`config.mk`:
```
export PLATFORM = sky130hd
export DESIGN_NAME = linked_list_walker
export DESIGN_NICKNAME = d
export VERILOG_FILES = /design/src/rtl/linked_list_walker.sv
export SDC_FILE = /design/constraint.sdc
export NUM_CORES = 1
export LEC_CHECK = 0
export BUFFER_PORTS_ARGS = -buffer_cell sky130_fd_sc_hd__clkbuf_2
export CAP_MARGIN = 10
export CORE_MARGIN = 1.5
export CORE_UTILIZATION = 45
export CTS_BUF_LIST = sky130_fd_sc_hd__clkbuf_2 sky130_fd_sc_hd__clkbuf_4 sky130_fd_sc_hd__clkbuf_8
export DETAILED_ROUTE_END_ITERATION = 10
export PLACE_DENSITY = 0.69
export SLEW_MARGIN = 10
export SYNTH_ARGS = -nofsm -noshare
export SYNTH_HDL_FRONTEND = slang
export SYNTH_SLANG_ARGS = --single-unit
```
`constraint.sdc`:
```
create_clock -name clk -period 3.6 [get_ports clk]
set_input_delay 0.72 -clock clk [delete_from_list [all_inputs] [get_ports clk]]
set_output_delay 0.72 -clock clk [all_outputs]
set_load 0.01 [all_outputs]
```
`src/rtl/linked_list_walker.sv`:
```
// ---------------------------------------------------------------------------
// linked_list_walker: walks a linked list head-to-tail with Read ops and
// streams every node out on a valid/ready port.  Rev 1.0
// ---------------------------------------------------------------------------
`default_nettype none

module linked_list_walker #(
  parameter  int DATA_WIDTH = 8,
  parameter  int MAX_NODE   = 8,
  parameter  int TIMEOUT    = 16,
  localparam int ADDR_WIDTH = $clog2(MAX_NODE + 1)
) (
  input  logic                  clk,
  input  logic                  rst,
  input  logic                  start,
  input  logic                  abort,
  output logic [1:0]            ll_op,
  output logic                  ll_op_start,
  output logic [ADDR_WIDTH-1:0] ll_addr,
  input  logic [DATA_WIDTH-1:0] ll_data_out,
  input  logic [ADDR_WIDTH-1:0] ll_next_node_addr,
  input  logic                  ll_op_done,
  input  logic                  ll_fault,
  input  logic [ADDR_WIDTH-1:0] ll_head,
  input  logic                  ll_empty,
  output logic                  out_valid,
  input  logic                  out_ready,
  output logic [DATA_WIDTH-1:0] out_data,
  output logic [ADDR_WIDTH-1:0] out_addr,
  output logic                  out_last,
  output logic                  busy,
  output logic                  done,
  output logic [2:0]            err,
  output logic [ADDR_WIDTH-1:0] node_count
);

  localparam int TW = $clog2(TIMEOUT + 1);

  localparam logic [ADDR_WIDTH-1:0] ADDR_NULL = ADDR_WIDTH'(MAX_NODE + 1);
  localparam logic [ADDR_WIDTH-1:0] MAX_ADDR  = ADDR_WIDTH'(MAX_NODE);
  localparam logic [TW-1:0]         TMO_LAST  = TW'(TIMEOUT - 1);

  localparam logic [1:0] S_IDLE = 2'd0;
  localparam logic [1:0] S_REQ  = 2'd1;
  localparam logic [1:0] S_EMIT = 2'd2;
  localparam logic [1:0] S_FIN  = 2'd3;

  localparam logic [2:0] ERR_OK      = 3'd0;
  localparam logic [2:0] ERR_FAULT   = 3'd1;
  localparam logic [2:0] ERR_LOOP    = 3'd2;
  localparam logic [2:0] ERR_BADPTR  = 3'd3;
  localparam logic [2:0] ERR_TIMEOUT = 3'd4;
  localparam logic [2:0] ERR_ABORT   = 3'd5;

  logic [1:0]            state_q, state_d;
  logic [ADDR_WIDTH-1:0] ll_addr_q, ll_addr_d;
  logic [ADDR_WIDTH-1:0] next_q, next_d;
  logic [ADDR_WIDTH-1:0] hop_q, hop_d;
  logic [TW-1:0]         tmo_q, tmo_d;
  logic [ADDR_WIDTH-1:0] node_count_q, node_count_d;
  logic [2:0]            err_q, err_d;
  logic [DATA_WIDTH-1:0] out_data_q, out_data_d;
  logic [ADDR_WIDTH-1:0] out_addr_q, out_addr_d;
  logic                  out_last_q, out_last_d;
  logic                  ll_op_start_q, out_valid_q, busy_q, done_q;

  logic [ADDR_WIDTH-1:0] hop_inc;
  assign hop_inc = hop_q + 1'b1;

  always_comb begin
    state_d      = state_q;
    ll_addr_d    = ll_addr_q;
    next_d       = next_q;
    hop_d        = hop_q;
    tmo_d        = tmo_q;
    node_count_d = node_count_q;
    err_d        = err_q;
    out_data_d   = out_data_q;
    out_addr_d   = out_addr_q;
    out_last_d   = out_last_q;

    case (state_q)
      S_IDLE: begin
        if (start) begin
          err_d        = ERR_OK;
          node_count_d = '0;
          if (ll_empty || (ll_head == ADDR_NULL)) begin
            state_d = S_FIN;
          end else begin
            ll_addr_d = ll_head;
            hop_d     = '0;
            tmo_d     = '0;
            state_d   = S_REQ;
          end
        end
      end

      S_REQ: begin
        if (ll_op_done) begin
          next_d = ll_next_node_addr;
          if (ll_fault) begin
            err_d   = ERR_FAULT;
            state_d = S_FIN;
          end else if (abort) begin
            err_d   = ERR_ABORT;
            state_d = S_FIN;
          end else begin
            hop_d      = hop_inc;
            out_data_d = ll_data_out;
            out_addr_d = ll_addr_q;
            // Last-beat flag is known up front so the stream sink sees it with the beat.
            out_last_d = (ll_next_node_addr == ADDR_NULL) ||
                         (ll_next_node_addr >= MAX_ADDR) ||
                         (hop_inc == MAX_ADDR);
            state_d    = S_EMIT;
          end
        end else if (tmo_q == TMO_LAST) begin
          err_d   = ERR_TIMEOUT;
          state_d = S_FIN;
        end else begin
          tmo_d = tmo_q + 1'b1;
        end
      end

      S_EMIT: begin
        if (out_ready) begin
          node_count_d = node_count_q + 1'b1;
          out_last_d   = 1'b0;
          state_d      = S_FIN;
          if (next_q == ADDR_NULL) begin
            err_d = ERR_OK;
          end else if (next_q >= MAX_ADDR) begin
            err_d = ERR_BADPTR;
          end else if (hop_q == MAX_ADDR) begin
            err_d = ERR_LOOP;
          end else if (abort) begin
            err_d = ERR_ABORT;
          end else begin
            ll_addr_d = next_q;
            tmo_d     = '0;
            state_d   = S_REQ;
          end
        end
      end

      default: state_d = S_IDLE;
    endcase
  end

  // Strobes are registered from the next state so they line up with it.
  always_ff @(posedge clk or negedge rst) begin
    if (!rst) begin
      state_q       <= S_IDLE;
      ll_addr_q     <= ADDR_NULL;
      next_q        <= '0;
      hop_q         <= '0;
      tmo_q         <= '0;
      node_count_q  <= '0;
      err_q         <= ERR_OK;
      out_data_q    <= '0;
      out_addr_q    <= '0;
      out_last_q    <= 1'b0;
      ll_op_start_q <= 1'b0;
      out_valid_q   <= 1'b0;
      busy_q        <= 1'b0;
      done_q        <= 1'b0;
    end else begin
      state_q       <= state_d;
      ll_addr_q     <= ll_addr_d;
      next_q        <= next_d;
      hop_q         <= hop_d;
      tmo_q         <= tmo_d;
      node_count_q  <= node_count_d;
      err_q         <= err_d;
      out_data_q    <= out_data_d;
      out_addr_q    <= out_addr_d;
      out_last_q    <= out_last_d;
      ll_op_start_q <= (state_d == S_REQ);
      out_valid_q   <= (state_d == S_EMIT);
      busy_q        <= (state_d != S_IDLE);
      done_q        <= (state_d == S_FIN);
    end
  end

  assign ll_op       = 2'd0;
  assign ll_op_start = ll_op_start_q;
  assign ll_addr     = ll_addr_q;
  assign out_valid   = out_valid_q;
  assign out_data    = out_data_q;
  assign out_addr    = out_addr_q;
  assign out_last    = out_last_q;
  assign busy        = busy_q;
  assign done        = done_q;
  assign err         = err_q;
  assign node_count  = node_count_q;

endmodule

`default_nettype wire

```
After elaboration in Yosys (flattened, before gate mapping)
Cells that the tools add are included.
{"block": "totals", "register_bits": 43, "in_bits": 24, "out_inout_bits": 30, "elab_cells": 116}
{"block": "classes", "add_sub_neg": 3, "magnitude_cmp": 2, "n_eq_ne": 24, "n_mux": 54, "bitwise": 2, "n_reduce_logical": 17}
{"cell": "$mux W4", "n": 14}
{"cell": "$mux W5", "n": 9}
{"cell": "$mux W3", "n": 9}
{"cell": "$ne A2 B2 Y1 const B", "n": 12}
{"cell": "$pmux W4 S2", "n": 3}
{"cell": "$eq A4 B4 Y1 const B", "n": 5}
{"cell": "$mux W2", "n": 9}
{"cell": "$pmux W5 S3", "n": 1}
{"cell": "$reduce_and A10 Y1", "n": 1}
{"cell": "$pmux W3 S3", "n": 1}
{"cell": "$add A4 B1 Y4 const B", "n": 2}
{"cell": "$ge A4 B4 Y1 const B", "n": 2}
{"cell": "$reduce_and A4 Y1", "n": 2}
{"cell": "$reduce_and A8 Y1", "n": 1}
{"cell": "$reduce_bool A2 Y1", "n": 4}
{"cell": "$eq A2 B2 Y1 const B", "n": 3}
{"cell": "$mux W1", "n": 6}
{"cell": "$pmux W2 S3", "n": 1}
{"cell": "$reduce_and A6 Y1", "n": 1}
{"cell": "$add A5 B1 Y5 const B", "n": 1}
{"cell": "$eq A5 B4 Y1 const B", "n": 1}
{"cell": "$reduce_and A5 Y1", "n": 1}
{"cell": "$eq A2 B1 Y1 const B", "n": 2}
{"cell": "$logic_or A1 B1 Y1", "n": 3}
{"cell": "7 further kinds", "n": 8}

Logic depth before layout (Yosys ltp)
Gate-level depths: netlist of the first run.
{"block": "logic_depth", "word_depth": 7, "depth_mapped": 8, "mapped_depth_nobuf": 7}

Worst setup path before layout of the first run
Ideal clock, no wire load.
{"block": "synth_timing", "path_type": "reg2reg", "start": "register state_q[0]", "end": "register tmo_q[0]", "setup_ps": 125, "arrival_time_ps": 2049, "t_required_ps": 3475, "setup_slack_ps": 1426, "path_stages_with_launch": 9, "path_buffers": 2, "synth_period_minus_slack_ps": 2174, "path_cell_list": "dfrtp_1 inv_1 ha_1 clkbuf_1 and2_1 a221o_1 or3_1 buf_2 mux2_4"}
{"block": "synth_via", "elab_chain_len": 3, "elab_cells_between_ends": 15, "classes_between": "eq/ne (11); mux (1); reduce/logical (3)"}
{"item": "start, declared", "line_no": "55", "source": "logic [1:0] state_q, state_d;"}
{"item": "start signal, assigned", "line_no": "168", "source": "state_q <= state_d;"}
{"item": "$eq A2 B1 Y1, or another cell as far along", "line_no": "82", "source": "case (state_q)"}
{"item": "$ne A2 B2 Y1 (no source line) / $reduce_bool A3 Y1 (equally long branches)"}
{"item": "$reduce_and A10 Y1 (no source line)"}
{"item": "end signal, assigned", "line_no": "172", "source": "tmo_q <= tmo_d;"}
{"item": "end, declared", "line_no": "59", "source": "logic [TW-1:0] tmo_q, tmo_d;"}
Several ways; a longest one is shown, not always the timed one.
A chain may end at the register's enable or synchronous reset.

Worst setup path in the final report of the first run
{"block": "layout_timing", "start": "register state_q[1]", "end": "register tmo_q[0]"}
The elaborated chain is that of the path after synthesis.

==> results of run 1 <==
[per-layer routing]
| metal | vias to the layer above | GRT usage (%) | part of all wire, % |
|---|---|---|---|
| li1 | 862 | - | - |
| met1 | 878 | 25.9 | 46 |
| met2 | 69 | 28.9 | 46 |
| met3 | 5 | 4.20 | 6.8 |
| met4 | 0 | 5.45 | 0.91 |
| met5 | - | 0 | 0 |
[power groups by stage]
stage / registers (mW) / logic [mW] / clock network (mW)
after global routing: 0.858 / 1.10 / 0.412
final: 0.832 / 0.990 / 0.386
after CTS: 0.833 / 0.996 / 0.397
after global placement: 0.833 / 0.980 / 0
after floorplan: 0.874 / 0.651 / 0
after detailed placement: 0.836 / 0.995 / 0
[cell type report]
class / count / area [um^2]
tap: 67 / 83.8
timing repair buffer: 52 / 263
sequential: 43 / 1080
fill: 445 / 2080
inverter: 12 / 45.0
clock inverter: 2 / 35.0
multi-input combinational: 145 / 1150
clock buffer: 6 / 82.6
[sequential cells by signal, summed over array words and instances, names as in the netlist, 3 cells and up]
name        count
err             3
hop_q           4
ll_addr         4
next_q          4
node_count      4
out_addr        4
out_data        8
tmo_q           5
[worst max-delay path, cell delays in order (launching register included)]
cell and delay, ps:
dfrtp_1 430, inv_1 120, ha_1 520, inv_1 270, o21ai_0 390, or3_1 270, mux2_4 310
[logic make-up after synthesis]
family / Yosys count / share of synthesized area [%]
simple gates: 56 / 13.7
compound gates: 48 / 15.8
flops: 43 / 47.0
mux: 29 / 14.2
buf+inv: 21 / 3.87
fa+ha+maj: 9 / 4.91
other cells: 1 / 0.163
xor+xnor: 1 / 0.382
[how the worst max path moves through the flow]
| stage | start | end | slack, ps | depth (start not counted) |
|---|---|---|---|---|
| 2_1_floorplan | state_q[0]$_DFF_PN0_ | tmo_q[0]$_DFFE_PN0P_ | 1430 | 8 |
| 3_3_place_gp | ll_head[1] | ll_addr[1]$_DFFE_PN0P_ | 1240 | 5 |
| 3_5_place_dp | state_q[1]$_DFF_PN0_ | tmo_q[0]$_DFFE_PN0P_ | 1200 | 6 |
| 4_1_cts | state_q[1]$_DFF_PN0_ | tmo_q[0]$_DFFE_PN0P_ | 1170 | 6 |
| 5_1_grt | state_q[1]$_DFF_PN0_ | done$_DFF_PN0_ | 990 | 6 |
| 6_report | state_q[1]$_DFF_PN0_ | tmo_q[0]$_DFFE_PN0P_ | 1170 | 6 |
[through the flow]
| stage | cell area (um^2) | hold WS [ps] |
|---|---|---|
| 3_3_place_gp | 2620 | 491 |
| 6_report | 2730 | 513 |
| 2_1_floorplan | 2300 | 424 |
| 4_1_cts | 2730 | 519 |
| 3_5_place_dp | 2620 | 497 |
| 5_1_grt | 2730 | 530 |
[cell usage in the layout, fill, tap and decap left out, drive strengths merged, types with 2 or more instances in the layout]
cell,n
conb,2
inv,12
nor2b,4
mux2,25
nand2,11
a211o,2
clkbuf,57
a31oi,2
nor3,5
nor2,7
o31ai,3
ha,9
nand2b,8
o2bb2ai,4
dfrtp,41
a2111oi,2
mux2i,4
o21ai,12
dfstp,2
o22ai,3
a21oi,4
nand3,6
o311a,2
o211ai,4
and2,3
o311ai,2
nand3b,2
nor4bb,2
nor4,2
==> impl_metrics.ini, run 1 <==
[clock_network]
post-cts-setup-buffers = 0
cts_num_sinks = 43
root_buffer = clkbuf_8
cts_max_level = 2
clock_latency_ps = 290
clkSlewWorstSetupHoldPaths_ps = 80
clockBufferDepth = 2
ctsHoldBuffers = 0
ctsResizeCount = 0
cts_tree = done
numCtsBuffers = 5

[setup_path]
cp-end-kind = flip-flop
reg2reg_from = state_q[1]$_DFF_PN0_
r2r_slack_ps = 1170
startpoint_type = flip-flop
cp.required_ps = 3780
crit_type = flip-flop to flip-flop
critPathArrivalTime_ps = 2610
crit_path_max_fanout = 14
rr_worst_depth = 6
r2r-end = tmo_q[0]$_DFFE_PN0P_

[layout]
final_layout_size_suffix_gt1_share_pct = 35.4
final_util_pct = 56.8
antenna-diode-count = 0
fin_cells = 327
syn2layout_area_growth_pct = 19.1
nNetsFinal = 292

[timing]
slew_violations = 0
skew_ps = 5.53
period_share_pct = 67.6
max_freq_mhz = 411
slew_headroom_pct = 30.6
grt_setup_unrepaired = false
setup_ws_ps = 1170
fin_tns_setup_ps = 0
hold_violations = 0
tightestPinTransition_ps = 1040
setup_viol = 0
finalCriticalPeriod_ps = 2430

[pwr]
powerDensity_mw_per_mm2 = 808
power.switching_mw = 0.835
sw_frac_of_total_pct = 37.8
p_int_mw = 1.37
p_total_mw = 2.21
peakVddDrop_mv = 0.482
combPwrFrac_pct = 44.8
p_leak_nw = 1.28
seqPwrFrac_pct = 37.7
pwr-share-clk_pct = 17.5

[hold_path]
hold_class = flip-flop to flip-flop
min_path_cells = 1
hold_end = out_data[2]$_DFFE_PN0P_
hp-start = out_data[2]$_DFFE_PN0P_

[synth]
yosysUniqueCellTypes = 50
yosys_warnings = 0
avgSynthCellArea_um2 = 11.0
synth_common_cells = 41 x dfrtp_1, 24 x mux2_2, 12 x inv_1, 12 x o21ai_0, 11 x nand2_1
yosys_register_bits = 43
syn_area_mm2 = 0.00229
synth-async-reset-ratio_pct = 100
ys_seq_area_share_pct = 47.0
synth_top_area_share_pct = 44.7
synth_edf_count = 0
synth_cells = 208
synth.most_common_cell = dfrtp_1
synthTopCellsByArea = dfrtp_1 45%, mux2_2 12%, ha_1 4.9%
synth_area_leader_cell = dfrtp_1
ys.flop_type = dfrtp_1

[die]
initial_core_util_pct = 47.6
coreArea_mm2 = 0.00482
fp-row-count = 25
die_w_um = 74.4
ios = 54
dieArea_mm2 = 0.00554
die-height_um = 74.4

[placement]
dp_cells = 319
portBuffers = 51
dp_hpwl_um = 3490
gp_congestion = 0.880
pre_cts_ws_ps = 1200

[detailed_routing]
vias_per_cell = 5.55
antenna_left = 0
drc = 0
first_iter_violations = 122
routed_wl_um = 4720
drtPass1Iterations = 4
vias = 1814
post_drt_wl_per_cell_um = 14.4

[global_routing]
grt_pass1_wl_um = 7760
antenna_found_initial = 0
grt_pass1_vias = 1674
overflow = 0
gr-usage-all-layers_pct = 18.5
grt_max_degree = 44

[outcome]
run_status = finished, final reports clean

[job]
cap_violations = 0
(Power assumes the default switching activity.)
==> run 2: changes to the inputs <==
==> constraint.sdc (replaced) <==
create_clock -name clk -period 2.3 [get_ports clk]
set_input_delay 0.46 -clock clk [delete_from_list [all_inputs] [get_ports clk]]
set_output_delay 0.46 -clock clk [all_outputs]
set_load 0.01 [all_outputs]
==> impl_metrics.ini, run 2 (synthesized netlist as in run 1, its figures left out) <==
[outcome]
run_status = finished, final reports clean

[placement]
portBuffers = 51
pre_cts_ws_ps = 60.4
dp_hpwl_um = 3780
dp_cells = 329
dpl_cell_area_mm2 = 0.00270
gp_congestion = 0.911

[job]
cap_violations = 0

[global_routing]
grt_pass1_wl_um = 8220
antenna_found_initial = 0
grt_max_degree = 24
gr-usage-all-layers_pct = 19.6
grt_pass1_vias = 1772
overflow = 0

[clock_network]
clockBufferDepth = 2
ctsHoldBuffers = 0
clkSlewWorstSetupHoldPaths_ps = 80
cts_max_level = 2
root_buffer = clkbuf_8
cts_tree = done
cts_num_sinks = 43
numCtsBuffers = 5
clock_latency_ps = 290

[detailed_routing]
antenna_left = 0
vias_per_cell = 5.44
first_iter_violations = 106
post_drt_wl_per_cell_um = 14.4
vias = 1834
routed_wl_um = 4870
drc = 0
drtPass1Iterations = 4

[layout]
syn2layout_area_growth_pct = 24.1
final_layout_size_suffix_gt1_share_pct = 38.5
fin_cells = 337
antenna-diode-count = 0
layout_common_cells = 51 x clkbuf_2, 41 x dfrtp_1, 24 x mux2_2
final_common_cell = clkbuf_2
final_util_pct = 59.1
finalInstanceArea_mm2 = 0.00285
nNetsFinal = 302
largest_reg_flops = 8

[die]
ios = 54
fp-row-count = 25
dieArea_mm2 = 0.00554
die-height_um = 74.4
coreArea_mm2 = 0.00482
initial_core_util_pct = 47.6
die_w_um = 74.4

[pwr]
powerDensity_mw_per_mm2 = 1280
peakVddDrop_mv = 0.706
seqPwrFrac_pct = 35.4
power.switching_mw = 1.33
pwr-share-clk_pct = 19.1
p_int_mw = 2.32
p_leak_nw = 1.34
combPwrFrac_pct = 45.4
sw_frac_of_total_pct = 36.3

[timing]
tightestPinTransition_ps = 642
slew_headroom_pct = 56.7
max_freq_mhz = 458
fin_tns_setup_ps = 0
skew_ps = 8.56
period_share_pct = 95.0
slew_violations = 0
hold_violations = 0
setup_ws_ps = 116
finalCriticalPeriod_ps = 2180
grt_setup_unrepaired = false
setup_viol = 0

[setup_path]
worstSetupStartpoint = state_q[0]$_DFF_PN0_
crit_type = flip-flop to flip-flop
startpoint_type = flip-flop
cp.required_ps = 2470
cp-end-kind = flip-flop
crit_path_max_fanout = 8
reg2reg_from = state_q[0]$_DFF_PN0_
critPathArrivalTime_ps = 2360

[hold_path]
hold_class = input pin to asynchronous set/reset pin
==> run 2: timing repair <==
item | in CTS | in global routing
hold endpoints to repair | 0 | 0
gates resized for setup | 0 | 2
setup buffers | 0 | 0
endpoints found under the setup margin | 0 | 3
==> run 2: metal layers <==
metal	up-vias	share of wire (%)	global-route usage, %	routed length [um]
met4	0	0.86	4.44	42
met5	-	0	0	0
li1	885	-	-	-
met2	54	47	32.0	2290
met3	6	5.6	5.15	271
met1	889	47	26.4	2270
==> run 2: power by group through the flow <==
| stage | registers [mW] | clock network, mW | logic [mW] |
|---|---|---|---|
| after CTS | 1.30 | 0.715 | 1.66 |
| after global placement | 1.30 | 0 | 1.62 |
| after detailed placement | 1.31 | 0 | 1.65 |
| final | 1.29 | 0.699 | 1.66 |
| after global routing | 1.33 | 0.744 | 1.85 |
| after floorplan | 1.37 | 0 | 1.02 |
==> run 2: path summary, 6_finish.rpt <==
kind	end	slack, ps	depth (start not counted)
min in group clk	next_q[1]$_DFFE_PN0P_	390	2
min reg2reg	out_addr[3]$_DFFE_PN0P_	510	1
max reg2reg	tmo_q[0]$_DFFE_PN0P_	120	6
max	tmo_q[0]$_DFFE_PN0P_	120	6
max in group asynchronous	ll_addr[3]$_DFFE_PN1P_	1520	2
min	busy$_DFF_PN0_	140	1
==> run 2: cell type report <==
class	count	area, um^2
Inverter	12	45.0
Timing Repair Buffer	62	350
Clock inverter	2	60.1
Multi-Input combinational cell	145	1150
Fill cell	433	1970
Clock buffer	6	76.3
Tap cell	67	83.8
Sequential cell	43	1080
==> run 2: worst max-delay path: stages (launching register included) <==
cell and delay [ps]:
dfrtp_1 440, inv_1 100, ha_1 290, nor2b_1 170, a211o_1 320, or3_4 440
mux2_4 310
==> run 2: stage by stage <==
| stage | hold WS (ps) | power (mW) |
|---|---|---|
| after floorplan | 164 | 2.39 |
| after global placement | 478 | 2.92 |
| after detailed placement | 480 | 2.96 |
| after CTS | 165 | 3.67 |
| after global routing | 194 | 3.93 |
| final | 139 | 3.65 |
==> run 3: changes to the inputs <==
==> config.mk (replaced) <==
export PLATFORM = sky130hd
export DESIGN_NAME = linked_list_walker
export DESIGN_NICKNAME = d
export VERILOG_FILES = /design/src/rtl/linked_list_walker.sv
export SDC_FILE = /design/constraint.sdc
export NUM_CORES = 1
export LEC_CHECK = 0
export ABC_AREA = 1
export BUFFER_PORTS_ARGS = -buffer_cell sky130_fd_sc_hd__clkbuf_2
export CAP_MARGIN = 20
export CORE_MARGIN = 1.5
export CORE_UTILIZATION = 45
export CTS_BUF_LIST = sky130_fd_sc_hd__clkbuf_16
export DETAILED_ROUTE_END_ITERATION = 10
export PLACE_DENSITY = 0.68
export SLEW_MARGIN = 10
export SYNTH_ARGS = -nofsm -noshare
export SYNTH_HDL_FRONTEND = slang
export SYNTH_SLANG_ARGS = --single-unit
==> impl_metrics.ini, run 3 <==
[detailed_routing]
antenna_left = 0
drc = 0
routed_wl_um = 5260
post_drt_wl_per_cell_um = 12.2
vias_per_cell = 4.80
first_iter_violations = 133
drtPass1Iterations = 4
vias = 2068

[setup_path]
cp.required_ps = 2470
crit_type = flip-flop to flip-flop
slowest_delay_ps = 410
rr_worst_depth = 8
crit_buf_inv = 2
cp_top_family = compound AO/OA/AOI/OAI gates
cp-end-kind = flip-flop
reg2reg_from = state_q[0]$_DFF_PN0_
crit_chain = inv_1 -> ha_1 -> inv_2 -> a21oi_2 -> a21oi_2 -> nand2_2 -> nand2_1 -> nand2_1
startpoint_type = flip-flop
critPathArrivalTime_ps = 2140
r2r_slack_ps = 330
crit_path_max_fanout = 15
slowest_stage = ha_1
r2r-end = tmo_q[0]$_DFFE_PN0P_

[synth]
synth_common_cells = 120 x nand2_1, 41 x dfrtp_1, 26 x inv_1
synth-compound-area-share_pct = 7.81
synth_top_family_by_area = simple AND/OR/NAND/NOR gates
ys.flop_type = dfrtp_1
synth_top_area_share_pct = 43.6
synth-async-reset-ratio_pct = 100
synth_edf_count = 0
synth_area_leader_cell = dfrtp_1
yosys_warnings = 0
synth.most_common_cell = nand2_1
yosys_register_bits = 43
muxShareOfSynthArea_pct = 0
yosysUniqueCellTypes = 28
avgSynthCellArea_um2 = 7.70
synth_xor_area_share_pct = 1.12
synthTopCellsByArea = dfrtp_1 44%, nand2_1 19%, nand3_1 4.9%
ys_seq_area_share_pct = 45.8
synth_simple_gate_area_share_pct = 32.5
synth_cells = 306
synthAdderAreaFrac_pct = 4.78
syn_area_mm2 = 0.00235

[clock_network]
post-cts-setup-buffers = 0
clkSlewWorstSetupHoldPaths_ps = 60
ctsResizeCount = 0
numCtsBuffers = 5
cts_max_level = 2
clock_latency_ps = 280
ctsHoldBuffers = 0
cts_tree = done
root_buffer = clkbuf_16
clockBufferDepth = 2
cts_num_sinks = 43

[die]
dieArea_mm2 = 0.00568
fp-row-count = 26
coreArea_mm2 = 0.00507
die_w_um = 75.3
initial_core_util_pct = 46.4
die-height_um = 75.3
ios = 54

[global_routing]
grt_pass1_wl_um = 8470
gr-usage-all-layers_pct = 19.6
grt_max_degree = 21
antenna_found_initial = 0
grt_pass1_vias = 1886
overflow = 0

[layout]
largest_reg_flops = 8
syn2layout_area_growth_pct = 19.7
antenna-diode-count = 0
final_common_cell = nand2_1
nNetsFinal = 393
layout_common_cells = 120 x nand2_1, 51 x clkbuf_2, 41 x dfrtp_1
final_layout_size_suffix_gt1_share_pct = 23.3

[placement]
gp_congestion = 0.871
portBuffers = 51
dp_hpwl_um = 4060

[pwr]
power.switching_mw = 1.53
seqPwrFrac_pct = 34.8
combPwrFrac_pct = 43.7
p_int_mw = 2.12
p_leak_nw = 1.59
pwr-share-clk_pct = 21.5
peakVddDrop_mv = 0.619
sw_frac_of_total_pct = 41.8
powerDensity_mw_per_mm2 = 1300

[timing]
max_freq_mhz = 508
skew_ps = 3.42
setup_viol = 0
slew_headroom_pct = 62.2
timing.hold.ws_ps = 11.4
hold_violations = 0
fin_tns_setup_ps = 0
finalCriticalPeriod_ps = 1970
grt_setup_unrepaired = false
slew_violations = 0
period_share_pct = 85.5
tightestPinTransition_ps = 566

[hold_path]
hold_class = input pin to asynchronous set/reset pin

[job]
cap_violations = 0

[outcome]
run_status = finished, final reports clean
## run 3: area by class of cell
type	count	area, um^2
multi-input combinational	225	1100
clock inverter	3	38.8
inverter	32	123
tap	70	87.6
clock buffer	5	125
sequential	43	1080
timing repair buffer	53	270
fill	479	2260
## run 3: worst max-delay path by stage
stage / from / end / slack (ps) / cells past startpoint
global placement: state_q[1]$_DFF_PN0_ / err[1]$_DFFE_PN0P_ / 400 / 10
finish: state_q[0]$_DFF_PN0_ / tmo_q[0]$_DFFE_PN0P_ / 330 / 8
CTS: state_q[0]$_DFF_PN0_ / tmo_q[0]$_DFFE_PN0P_ / 340 / 8
floorplan: tmo_q[0]$_DFFE_PN0P_ / tmo_q[0]$_DFFE_PN0P_ / 750 / 10
global route: state_q[0]$_DFF_PN0_ / tmo_q[2]$_DFFE_PN0P_ / 150 / 8
detailed placement: state_q[0]$_DFF_PN0_ / tmo_q[0]$_DFFE_PN0P_ / 340 / 8
## run 3: cells by family (layout without fill, tap and decap cells)
logic type,count (synthesis),count (layout)
flip-flops,43,43
AO/OA/AOI/OAI,31,31
other,1,2
XOR/XNOR,3,3
buffers and inverters,39,93
AND/OR/NAND/NOR,180,180
adder cells (fa/ha/maj),9,9
## run 3: per-layer routing
layer | global-route usage, % | part of all wire, % | vias to the layer above | routed length, um
li1 | - | - | 1069 | -
met1 | 26.7 | 50 | 919 | 2600
met2 | 31.8 | 44 | 73 | 2320
met3 | 4.63 | 5.4 | 7 | 284
met4 | 5.16 | 0.91 | 0 | 48
met5 | 0 | 0 | - | 0
## run 3: per-stage QoR
step / setup slack (ps) / instance area (um^2) / std cells / util (%) / power [mW]
4_1_cts: 336 / 2820 / 431 / 55.5 / 3.67
6_report: 333 / 2820 / 431 / 55.5 / 3.65
2_1_floorplan: 754 / 2360 / 307 / - / 2.42
5_1_grt: 150 / 2820 / 431 / 55.5 / 3.97
3_5_place_dp: 340 / 2660 / 423 / 52.3 / 2.88
3_3_place_gp: 399 / 2660 / 423 / 52.3 / 2.85
## run 3: power groups by stage
stage / Combinational, mW / Clock, mW / Sequential [mW]
finish: 1.59 / 0.785 / 1.27
global route: 1.83 / 0.827 / 1.31
CTS: 1.61 / 0.794 / 1.27
detailed placement: 1.60 / 0 / 1.28
global placement: 1.57 / 0 / 1.28
floorplan: 1.08 / 0 / 1.34
